<file path="src/rtl/tdoa_capture.sv">
// tdoa_capture: first-arrival detection and per-channel arrival timestamping
// for the hydrophone front end. Emits one TDOA vector per ping through a
// valid/ready handshake, then applies an echo-rejection hold-off period.
//
//   state      | meaning
//   -----------+-------------------------------------------------------------
//   IDLE       | disarmed; rising edges ignored
//   WAIT_FIRST | armed; waiting for the first rising edge on any channel
//   CAPTURE    | window open; timestamping the remaining channels
//   OUTPUT     | result held on the outputs until valid_o & ready_i
//   HOLD       | post-ping dead time; edges counted as drops
module tdoa_capture #(
    parameter int N       = 4,
    parameter int CNT_W   = 16,
    parameter int WINDOW  = 4096,
    parameter int HOLDOFF = 1024
) (
    input  logic               clk,
    input  logic               rst_n,
    input  logic               enable,
    input  logic [N-1:0]       det,
    output logic [N*CNT_W-1:0] tdoa_o,
    output logic [N-1:0]       mask_o,
    output logic               timeout_o,
    output logic               valid_o,
    input  logic               ready_i,
    output logic               busy_o,
    output logic [7:0]         drop_cnt_o
);

    localparam logic [2:0] S_IDLE    = 3'd0;
    localparam logic [2:0] S_WAIT    = 3'd1;
    localparam logic [2:0] S_CAPTURE = 3'd2;
    localparam logic [2:0] S_OUTPUT  = 3'd3;
    localparam logic [2:0] S_HOLD    = 3'd4;

    localparam int              HW        = (HOLDOFF > 1) ? $clog2(HOLDOFF) : 1;
    localparam logic [CNT_W-1:0] LAST_K   = CNT_W'(WINDOW - 1);
    localparam logic [HW-1:0]    HOLD_LOAD = HW'((HOLDOFF > 0) ? HOLDOFF - 1 : 0);

    logic [2:0]         state_q, state_d;
    logic [N-1:0]       det_q;
    logic [N-1:0]       rise;
    logic [N-1:0]       new_hit;
    logic [N-1:0]       mask_all;
    logic [N-1:0]       mask_q, mask_d;
    logic [N*CNT_W-1:0] ts_q, ts_d;
    logic [CNT_W-1:0]   d_q, d_d;
    logic               timeout_q, timeout_d;
    logic               valid_q, valid_d;
    logic [HW-1:0]      hold_q, hold_d;
    logic [7:0]         drop_q, drop_d;

    assign rise = det & ~det_q;

    // Next-state and datapath decisions for the ping sequencer.
    always_comb begin
        state_d   = state_q;
        mask_d    = mask_q;
        ts_d      = ts_q;
        d_d       = d_q;
        timeout_d = timeout_q;
        valid_d   = valid_q;
        hold_d    = hold_q;
        drop_d    = drop_q;
        new_hit   = '0;
        mask_all  = '0;

        case (state_q)
            S_IDLE: begin
                if (enable) state_d = S_WAIT;
            end
            S_WAIT: begin
                if (!enable) begin
                    state_d = S_IDLE;
                end else if (|rise) begin
                    // The first arrival resets the whole result; the delay
                    // counter then reads k during cycle t0+k.
                    mask_d    = rise;
                    ts_d      = '0;
                    timeout_d = 1'b0;
                    d_d       = CNT_W'(1);
                    if (&rise) begin
                        state_d = S_OUTPUT;
                        valid_d = 1'b1;
                    end else begin
                        state_d = S_CAPTURE;
                    end
                end
            end
            S_CAPTURE: begin
                if (!enable) begin
                    state_d = S_IDLE;
                    mask_d  = '0;
                end else begin
                    new_hit  = rise & ~mask_q;
                    mask_all = mask_q | new_hit;
                    mask_d   = mask_all;
                    for (int i = 0; i < N; i++) begin
                        if (new_hit[i]) ts_d[i*CNT_W +: CNT_W] = d_q;
                    end
                    d_d = d_q + CNT_W'(1);
                    if (&mask_all) begin
                        state_d   = S_OUTPUT;
                        valid_d   = 1'b1;
                        timeout_d = 1'b0;
                    end else if (d_q == LAST_K) begin
                        state_d   = S_OUTPUT;
                        valid_d   = 1'b1;
                        timeout_d = 1'b1;
                    end
                end
            end
            S_OUTPUT: begin
                if (ready_i) begin
                    valid_d = 1'b0;
                    if (HOLDOFF > 0) begin
                        state_d = S_HOLD;
                        hold_d  = HOLD_LOAD;
                    end else if (enable) begin
                        state_d = S_WAIT;
                    end else begin
                        state_d = S_IDLE;
                    end
                end
            end
            S_HOLD: begin
                if (hold_q == '0) begin
                    state_d = enable ? S_WAIT : S_IDLE;
                end else begin
                    hold_d = hold_q - HW'(1);
                end
            end
            default: state_d = S_IDLE;
        endcase

        // One drop per cycle with any edge, not per channel.
        if ((state_q == S_OUTPUT || state_q == S_HOLD) && (|rise) && (drop_q != 8'hFF))
            drop_d = drop_q + 8'd1;
    end

    // Edge-detect history, tracked in every state so held lines never re-trigger.
    always_ff @(posedge clk or negedge rst_n) begin
        if (!rst_n) det_q <= '0;
        else        det_q <= det;
    end

    // Sequencer state, result registers and counters.
    always_ff @(posedge clk or negedge rst_n) begin
        if (!rst_n) begin
            state_q   <= S_IDLE;
            mask_q    <= '0;
            ts_q      <= '0;
            d_q       <= '0;
            timeout_q <= 1'b0;
            valid_q   <= 1'b0;
            hold_q    <= '0;
            drop_q    <= '0;
        end else begin
            state_q   <= state_d;
            mask_q    <= mask_d;
            ts_q      <= ts_d;
            d_q       <= d_d;
            timeout_q <= timeout_d;
            valid_q   <= valid_d;
            hold_q    <= hold_d;
            drop_q    <= drop_d;
        end
    end

    assign tdoa_o     = ts_q;
    assign mask_o     = mask_q;
    assign timeout_o  = timeout_q;
    assign valid_o    = valid_q;
    assign busy_o     = (state_q != S_IDLE);
    assign drop_cnt_o = drop_q;

endmodule
</file>
<file path="config.mk">
export PLATFORM = sky130hd
export DESIGN_NAME = tdoa_capture
export DESIGN_NICKNAME = d
export VERILOG_FILES = /design/src/rtl/tdoa_capture.sv
export SDC_FILE = /design/constraint.sdc
export NUM_CORES = 1
export LEC_CHECK = 0
export CAP_MARGIN = 20
export CELL_PAD_IN_SITES_DETAIL_PLACEMENT = 1
export CELL_PAD_IN_SITES_GLOBAL_PLACEMENT = 2
export CORE_MARGIN = 2
export CORE_UTILIZATION = 35
export DETAILED_ROUTE_END_ITERATION = 12
export PLACE_DENSITY_LB_ADDON = 0.1
export SETUP_SLACK_MARGIN = 0.02
export SYNTH_ARGS = -nofsm -noshare
export SYNTH_HDL_FRONTEND = slang
export SYNTH_SLANG_ARGS = --single-unit
</file>
<file path="constraint.sdc">
create_clock -name clk -period 4.5 [get_ports clk]
set_input_delay 0.675 -clock clk [delete_from_list [all_inputs] [get_ports clk]]
set_output_delay 0.675 -clock clk [all_outputs]
set_load 0.1 [all_outputs]
</file>
# [After elaboration in Yosys (flattened, before gate mapping)]
# Cells that the tools add are included.
[op_classes] add_sub_neg=3 eq_ne=21 n_mux=43 bitwise_logic=5 n_reduce_logical=22
[op_table] operator="64-bit 2-to-1 mux" count=3
[op_table] operator="64-bit case mux with 2 select lines" count=1
[op_table] operator="16-bit 2-to-1 mux" count=7
[op_table] operator="16-bit case mux with 2 select lines" count=1
[op_table] operator="5-bit AND reduction" count=6
[op_table] operator="3-bit 2-to-1 mux" count=8
[op_table] operator="2-bit inequality test (second input constant)" count=12
[op_table] operator="10-bit 2-to-1 mux" count=2
[op_table] operator="10-bit case mux with 2 select lines" count=1
[op_table] operator="16-bit by 1-bit adder with 16-bit output (second input constant)" count=1
[op_table] operator="16-bit by 12-bit == test with 1-bit output (second input constant)" count=1
[op_table] operator="3-bit case mux with 5 select lines" count=1
[op_table] operator="1-bit 2-to-1 mux" count=13
[op_table] operator="4-bit 2-to-1 mux" count=3
[op_table] operator="4-bit AND reduction" count=3
[op_table] operator="10-bit zero test" count=1
[op_table] operator="10-bit by 1-bit subtractor with 10-bit output (second input constant)" count=1
[op_table] operator="8-bit by 1-bit adder with 8-bit output (second input constant)" count=1
[op_table] operator="4-bit bitwise AND" count=2
[op_table] operator="8-bit inequality test (second input constant)" count=1
[op_table] operator="4-bit inverter" count=2
[op_table] operator="4-bit case mux with 2 select lines" count=1
[op_table] operator="7-bit AND reduction" count=1
[op_table] operator="3-bit by 2-bit == test with 1-bit output (second input constant)" count=2
[op_table] operator="other kinds (14)" count=19
[word_totals] ff_bits=111 in_bits=8 output_inout_bits=79 word_cells=106

# [Longest topological paths before layout]
# Gate-level depths: netlist (run 1).
[depth] word_depth=8 depth_mapped=7 ltp_nobuf=7

# [Worst setup path after synthesis (run 1)]
# Ideal clock, no wire load.
[synth_timing] path_kind="flip-flop to flip-flop" start="register drop_q[2], in the netlist drop_cnt_o[2]" end="register drop_q[7], in the netlist drop_cnt_o[7]" t_arrival_ps=2169 t_required_ps=4341 setup_slack_ps=2172 stages_incl_launch_ff=6 path_buffers=0 synth_period_minus_slack_ps=2328 cell_sequence="dfrtp_1 -> and3_1 -> and3_1 -> a311oi_2 -> nand4_1 -> xnor2_1"
[synth_via] elab_chain_cells=2 word_cells_on_any_way=3 cone_classes="1 x add/sub; 1 x eq/ne; 1 x reduce/logical"
[synth_lines] element="start, declared" line="52" rtl="logic [7:0] drop_q, drop_d;"
[synth_lines] element="start signal, assigned" line="167" rtl="drop_q <= drop_d;"
[synth_lines] element="parallel branches: the longest is 2 deep, another holds 8-bit by 1-bit adder with 8-bit output"
# Several ways; the timed one is not identified.
# A chain may end at the register's enable or synchronous reset.

# [Worst setup path after layout (run 1)]
[layout_timing] start="register state_q[0]" end="output busy_o"
[layout_via] elab_chain_cells=1
[layout_lines] element="start, declared" line="41" rtl="logic [2:0] state_q, state_d;"
[layout_lines] element="start signal, assigned" line="160" rtl="state_q <= state_d;"
[layout_lines] element="3-bit nonzero test" line="175" rtl="assign busy_o = (state_q != S_IDLE);"
[layout_lines] element="end, declared" line="27" rtl="output logic busy_o,"
# Every way passes these cells.

==> results_dict.tcl, run 1 <==
set metrics [dict create \
    grt_usage 0.1618 \
    die_h_um 124.3 \
    fin_setup_tns_ns 0 \
    r2r_cells 4 \
    fp.dieW_um 124.3 \
    ant_nets 0 \
    ys.warnings.count 0 \
    clkPwrFrac 0.239 \
    initial_core_util 0.3620 \
    synth-seq-cells 111 \
    synth_simple_gate_area_frac 0.1233 \
    yosysUniqueCellTypes 57 \
    ys.flop_type "dfrtp_1" \
    place_hpwl_um 8255 \
    switching_share 0.4196 \
    synthesis.area_um2 5064 \
    peakVddDrop_v 0.0004669 \
    synth_mux_area_frac 0.1520 \
    drive_gt1_frac 0.2234 \
    leakagePower_nw 2.760 \
    clock_sinks 111 \
    drt_wl_total_um 11800 \
    synth_top_area_cell "dfrtp_1" \
    layout_commonest_cell "dfrtp_1" \
    synth-adder-area-share 0.009390 \
    dieArea_um2 15450 \
    synthCells 392 \
    area_growth_pct 26.04 \
    cts-root-buf "clkbuf_16" \
    seqPwrFrac 0.401 \
    max_stage_delay_ns 0.98 \
    holdBufCountCts 0 \
    numCtsBuffers 9 \
    core_um2 13990 \
    final_cell_mix "111 x dfrtp_1, 85 x clkdlybuf4s50_1, 55 x mux2_2" \
    avgSynthCellArea_um2 12.92 \
    post-place-ws_ns 1.462 \
    gr-total-overflow 0 \
    cap_violations 0 \
    synth_top_area_frac 0.5486 \
    hold_viol_final 0 \
    cts_resized 0 \
    setup_viol 0 \
    fin_worst_skew_ns 0.005781 \
    synth_fp_nets 403 \
    timing.final.crit_share 0.6702 \
    netSwitchingPower_w 0.001346 \
    clock_latency_ns 0.35 \
    antenna_found_initial 0 \
    path_cells "or3_1 > clkdlybuf4s50_1" \
    worst_pin_slew_ns 1.026 \
    tritoncts "built" \
    intPower_w 0.001862 \
    port_buffers 86 \
    rsz0062_at_grt "no" \
    grt_pass1_vias 3764 \
    num-nets-final 494 \
    postSynth.asyncResetShare 1.000 \
    min_path_type "primary input to asynchronous set/reset pin" \
    routabilityCongestion 0.7467 \
    synth_top_family_by_area "multiplexers" \
    path_max_fanout 14 \
    grt_max_degree 45 \
    endpoint_kind "primary output" \
    synth-compound-area-share 0.1001 \
    via_count 3426 \
    wl_per_cell_um 17.66 \
    fin_ws_ns 1.484 \
    synthXorXnorAreaFrac 0.04151 \
    drv_slew 0 \
    routed_via_density 5.129 \
    worstPathRequired_ns 3.83 \
    relSlewSlack 0.3162 \
    cts.clk_slew.worst_paths_ns 0.07 \
    htreeDepth 3 \
    clk_path_buf_depth 2 \
    clock.fmax_mhz 331.6 \
    grt_first_pass_wirelength_um 20160 \
    powerDensity_nw_per_um2 502.5 \
    holdWs_ns 0.2422 \
    drtIter0Drc 119 \
    drc 0 \
    cp_data_arrival_time_ns 2.34 \
    start_kind "flip-flop" \
    status "complete, no violations" \
    crit_type "flip-flop to primary output" \
    synth-seq-area-share 0.5486 \
    dr.pass1.iters 4 \
    combPwrFrac 0.360 \
    io_pins 87 \
    post_cts_buffers 0 \
    num_rows 43 \
    final.min_clock_period_ns 3.016 \
    synth_edf_count 0 \
    antenna_cells 0 \
    yosys-top-cells-area "dfrtp_1 55%, mux2_2 12%, mux2_4 3.0%, xnor2_1 2.1%, xor2_1 2.1%" \
    cp_slowest_cell "clkdlybuf4s50_1" \
]
Yosys cell counts, drive strengths merged, types with 6 or more instances:
master	number
a31oi	6
and2	15
a21oi	6
xor2	12
nor2b	6
xnor2	12
nand4	6
o21ai	19
mux2	65
nor4	6
nand2	24
and3	6
nor2	21
buf	9
dfrtp	111
power groups by stage:
stage	Clock [W]	Sequential (W)	Combinational, W
2_1_floorplan	0	0.00167	0.000504
3_3_place_gp	0	0.00130	0.00115
3_5_place_dp	0	0.00130	0.00116
4_1_cts	0.000802	0.00129	0.00117
5_1_grt	0.000839	0.00132	0.00123
6_report	0.000767	0.00129	0.00115
worst max-delay path: cells and delay by family, from the launching register on:
| kind | cells | cell delay (ns) |
|---|---|---|
| buf+inv | 1 | 0.98 |
| simple gates | 1 | 0.46 |
| flops | 1 | 0.55 |
layer usage:
| layer | share of wire | vias to the layer above | global-route usage |
|---|---|---|---|
| li1 | - | 1592 | - |
| met1 | 0.47 | 1761 | 0.2213 |
| met2 | 0.48 | 61 | 0.2552 |
| met3 | 0.035 | 12 | 0.03565 |
| met4 | 0.015 | 0 | 0.05486 |
| met5 | 0 | - | 0 |
stage by stage:
stage,cells,total power [W],instance area (µm²),utilization
2_1_floorplan,392,0.002175,5064,-
3_3_place_gp,651,0.002451,6083,0.4349
3_5_place_dp,651,0.002465,6083,0.4349
4_1_cts,667,0.003258,6367,0.4552
5_1_grt,668,0.003383,6382,0.4563
6_report,668,0.003207,6382,0.4563
worst paths after layout:
| kind | end | slack, ns | start |
|---|---|---|---|
| max reg2reg | tdoa_o[58] | 1.96 | state_q[1] |
| min in group clk | drop_cnt_o[4] | 0.50 | drop_cnt_o[4] |
| max | busy_o | 1.48 | state_q[0] |
| min reg2reg | drop_cnt_o[4] | 0.50 | drop_cnt_o[4] |
| max in group asynchronous | d_q[1] | 3.32 | rst_n |
| min | tdoa_o[11] | 0.24 | rst_n |
layout make-up:
cell class	instances	area, µm²
fillers	1474	7606
flip-flops and latches	111	2778
multi-input cells	263	2158
repair buffers	93	918.4
clock buffers	11	252.7
well taps	180	225.2
clock inverters	5	31.28
inverters	5	18.77
state kept, by name (all words and copies together), names as in the netlist:
signal,cells
tdoa_o,64
drop_cnt_o,8
d_q,16
hold_q,10
det_q,4
timeout_o,1
valid_o,1
mask_o,4
state_q,3
cell families (layout without fill, tap and decap cells):
group                      after synthesis  count (layout)
DFF                                    111             111
and+or+nand+nor                        110             110
muxes                                   65              65
AOI/OAI and AO/OA                       60              60
xor gates and xnor gates                24              24
buffers and inverters                   18             114
adders and majority gates                4               4
Power figures use the tool's default switching activity.
==> inputs of run 2 (changes only) <==
Clock period 4.5 ns to 3 ns, I/O delays scaled along.
==> run 2 against run 1 <==
Against the previous run:
- register-to-register slack got worse by 1.3 ns
- sequential power rose by 47%
- final cell count rose by 0.30%
- first-iteration DRC count rose by 17%
- final area fell by 1.7%
- clock-buffer cell count did not move
- die area did not move
- combinational power rose by 55%
- global-route usage rose by 0.14 points
- critical path type is now flip-flop to flip-flop
==> results_dict.tcl, run 2 (same netlist as run 1, synthesis figures left out) <==
set metrics [dict create \
    clock_sinks 111 \
    die_h_um 124.3 \
    drc 0 \
    switching_share 0.4086 \
    min_path_type "primary input to asynchronous set/reset pin" \
    routabilityCongestion 0.7352 \
    num_rows 43 \
    fin_cells 670 \
    path_max_fanout 16 \
    final.min_clock_period_ns 2.378 \
    timing.final.crit_share 0.7927 \
    post-place-ws_ns 0.2587 \
    fp.dieW_um 124.3 \
    gr-total-overflow 0 \
    ant_nets 0 \
    clock_latency_ns 0.36 \
    crit_type "flip-flop to flip-flop" \
    fillCellCount 1497 \
    holdBufCountCts 0 \
    cts-root-buf "clkbuf_16" \
    multi_input_area_um2 2158 \
    fin_worst_skew_ns 0.005593 \
    dieArea_um2 15450 \
    placed_cells 655 \
    wl_per_cell_um 18.09 \
    powerDensity_nw_per_um2 790.3 \
    worst_pin_slew_ns 0.9982 \
    hold_viol_final 0 \
    port_buffers 86 \
    grt_max_degree 61 \
    fin_ws_ns 0.6219 \
    utilization 0.4485 \
    drtIter0Drc 139 \
    wl_met3_um 366 \
    seqCellArea_um2 2778 \
    htreeDepth 3 \
    layout_commonest_cell "dfrtp_1" \
    clock.fmax_mhz 420.5 \
    status "complete, no violations" \
    cp_data_arrival_time_ns 2.62 \
    combPwrFrac 0.359 \
    drv_slew 0 \
    power_w 0.004958 \
    dr.pass1.iters 4 \
    grt_first_pass_wirelength_um 20220 \
    seqPwrFrac 0.382 \
    io_pins 87 \
    antenna_found_initial 0 \
    final_cell_mix "111 x dfrtp_1, 87 x buf_4, 55 x mux2_2" \
    met1_length_um 5832 \
    place_hpwl_um 8538 \
    grt_pass1_vias 3648 \
    tritoncts "built" \
    setup_viol 0 \
    clkPwrFrac 0.259 \
    max_stage_delay_ns 0.84 \
    fin_setup_tns_ns 0 \
    core_um2 13990 \
    cap_violations 0 \
    peakVddDrop_v 0.0007191 \
    intPower_w 0.002932 \
    highest_layer "met4" \
    via_count 3424 \
    relSlewSlack 0.3345 \
    netSwitchingPower_w 0.002026 \
    path_cells "nor3b_4 > nand2_4 > o31ai_4 > mux2_2" \
    num-nets-final 497 \
    post_cts_buffers 0 \
    cts_resized 0 \
    area_growth_pct 23.89 \
    rsz0062_at_grt "no" \
    clk_path_buf_depth 2 \
    largest_reg_flops 64 \
    endpoint_kind "flip-flop" \
    drive_gt1_frac 0.3857 \
    wl_met2_um 5718 \
    antenna_cells 0 \
    cts.clk_slew.worst_paths_ns 0.07 \
    worstPathRequired_ns 3.24 \
    initial_core_util 0.3620 \
    leakagePower_nw 2.956 \
    cp_slowest_cell "o31ai_4" \
    numCtsBuffers 9 \
    routed_via_density 5.110 \
    grt_usage 0.1632 \
    start_kind "flip-flop" \
    drt_wl_total_um 12120 \
]
## run 2: changes by cell type in the layout (fill, tap and decap cells not counted)
cell             delta
bufinv_16           +2
inv_6               -1
buf_16              +1
clkinv_2            -1
buf_12              +2
buf_4              +80
clkbuf_8            -1
clkinvlp_4          -1
buf_8               -1
clkbuf_1            +1
clkdlybuf4s50_1    -79
## run 2: power by group through the flow
stage	registers [W]	logic [W]	clock network (W)
final	0.00189	0.00178	0.00128
after global routing	0.00193	0.00190	0.00139
after CTS	0.00190	0.00180	0.00133
after detailed placement	0.00192	0.00180	0
after global placement	0.00192	0.00175	0
after floorplan	0.00251	0.000757	0
## run 2: metrics by stage
stage | cell area, µm² | hold slack [ns]
floorplan | 5064 | 0.1544
global placement | 5933 | 0.4823
detailed placement | 5961 | 0.4881
CTS | 6274 | 0.2085
global route | 6274 | 0.2382
finish | 6274 | 0.1591
## run 2: critical path: cells and delay by family, from the launching register on
| kind | cells | cell delay (ns) |
|---|---|---|
| muxes | 1 | 0.42 |
| DFF | 1 | 0.50 |
| AOI/OAI and AO/OA | 1 | 0.84 |
| and+or+nand+nor | 2 | 0.49 |
## run 2: final timing paths
| kind | to | slack [ns] | cells past startpoint | start |
|---|---|---|---|---|
| setup / recovery | tdoa_o[28] | 0.62 | 4 | state_q[2] |
| hold / removal | tdoa_o[11] | 0.16 | 1 | rst_n |
| setup reg to reg | tdoa_o[28] | 0.62 | 4 | state_q[2] |
| hold reg to reg | drop_cnt_o[6] | 0.50 | 1 | drop_cnt_o[6] |
| max in group asynchronous | d_q[8] | 2.05 | 2 | rst_n |
| min in group clk | drop_cnt_o[6] | 0.50 | 1 | drop_cnt_o[6] |
## run 2: layer usage
metal,global-route usage,vias up
met1,0.2224,1752
met2,0.2600,63
met3,0.02835,12
li1,-,1597
met4,0.06345,0
met5,0,-
## run 2: layout make-up
class,instances,area share
clock buffers,11,0.03869
repair buffers,96,0.1245
inverters,5,0.002992
well taps,180,0.03590
clock inverters,4,0.01117
multi-input cells,263,0.3440
flip-flops and latches,111,0.4428
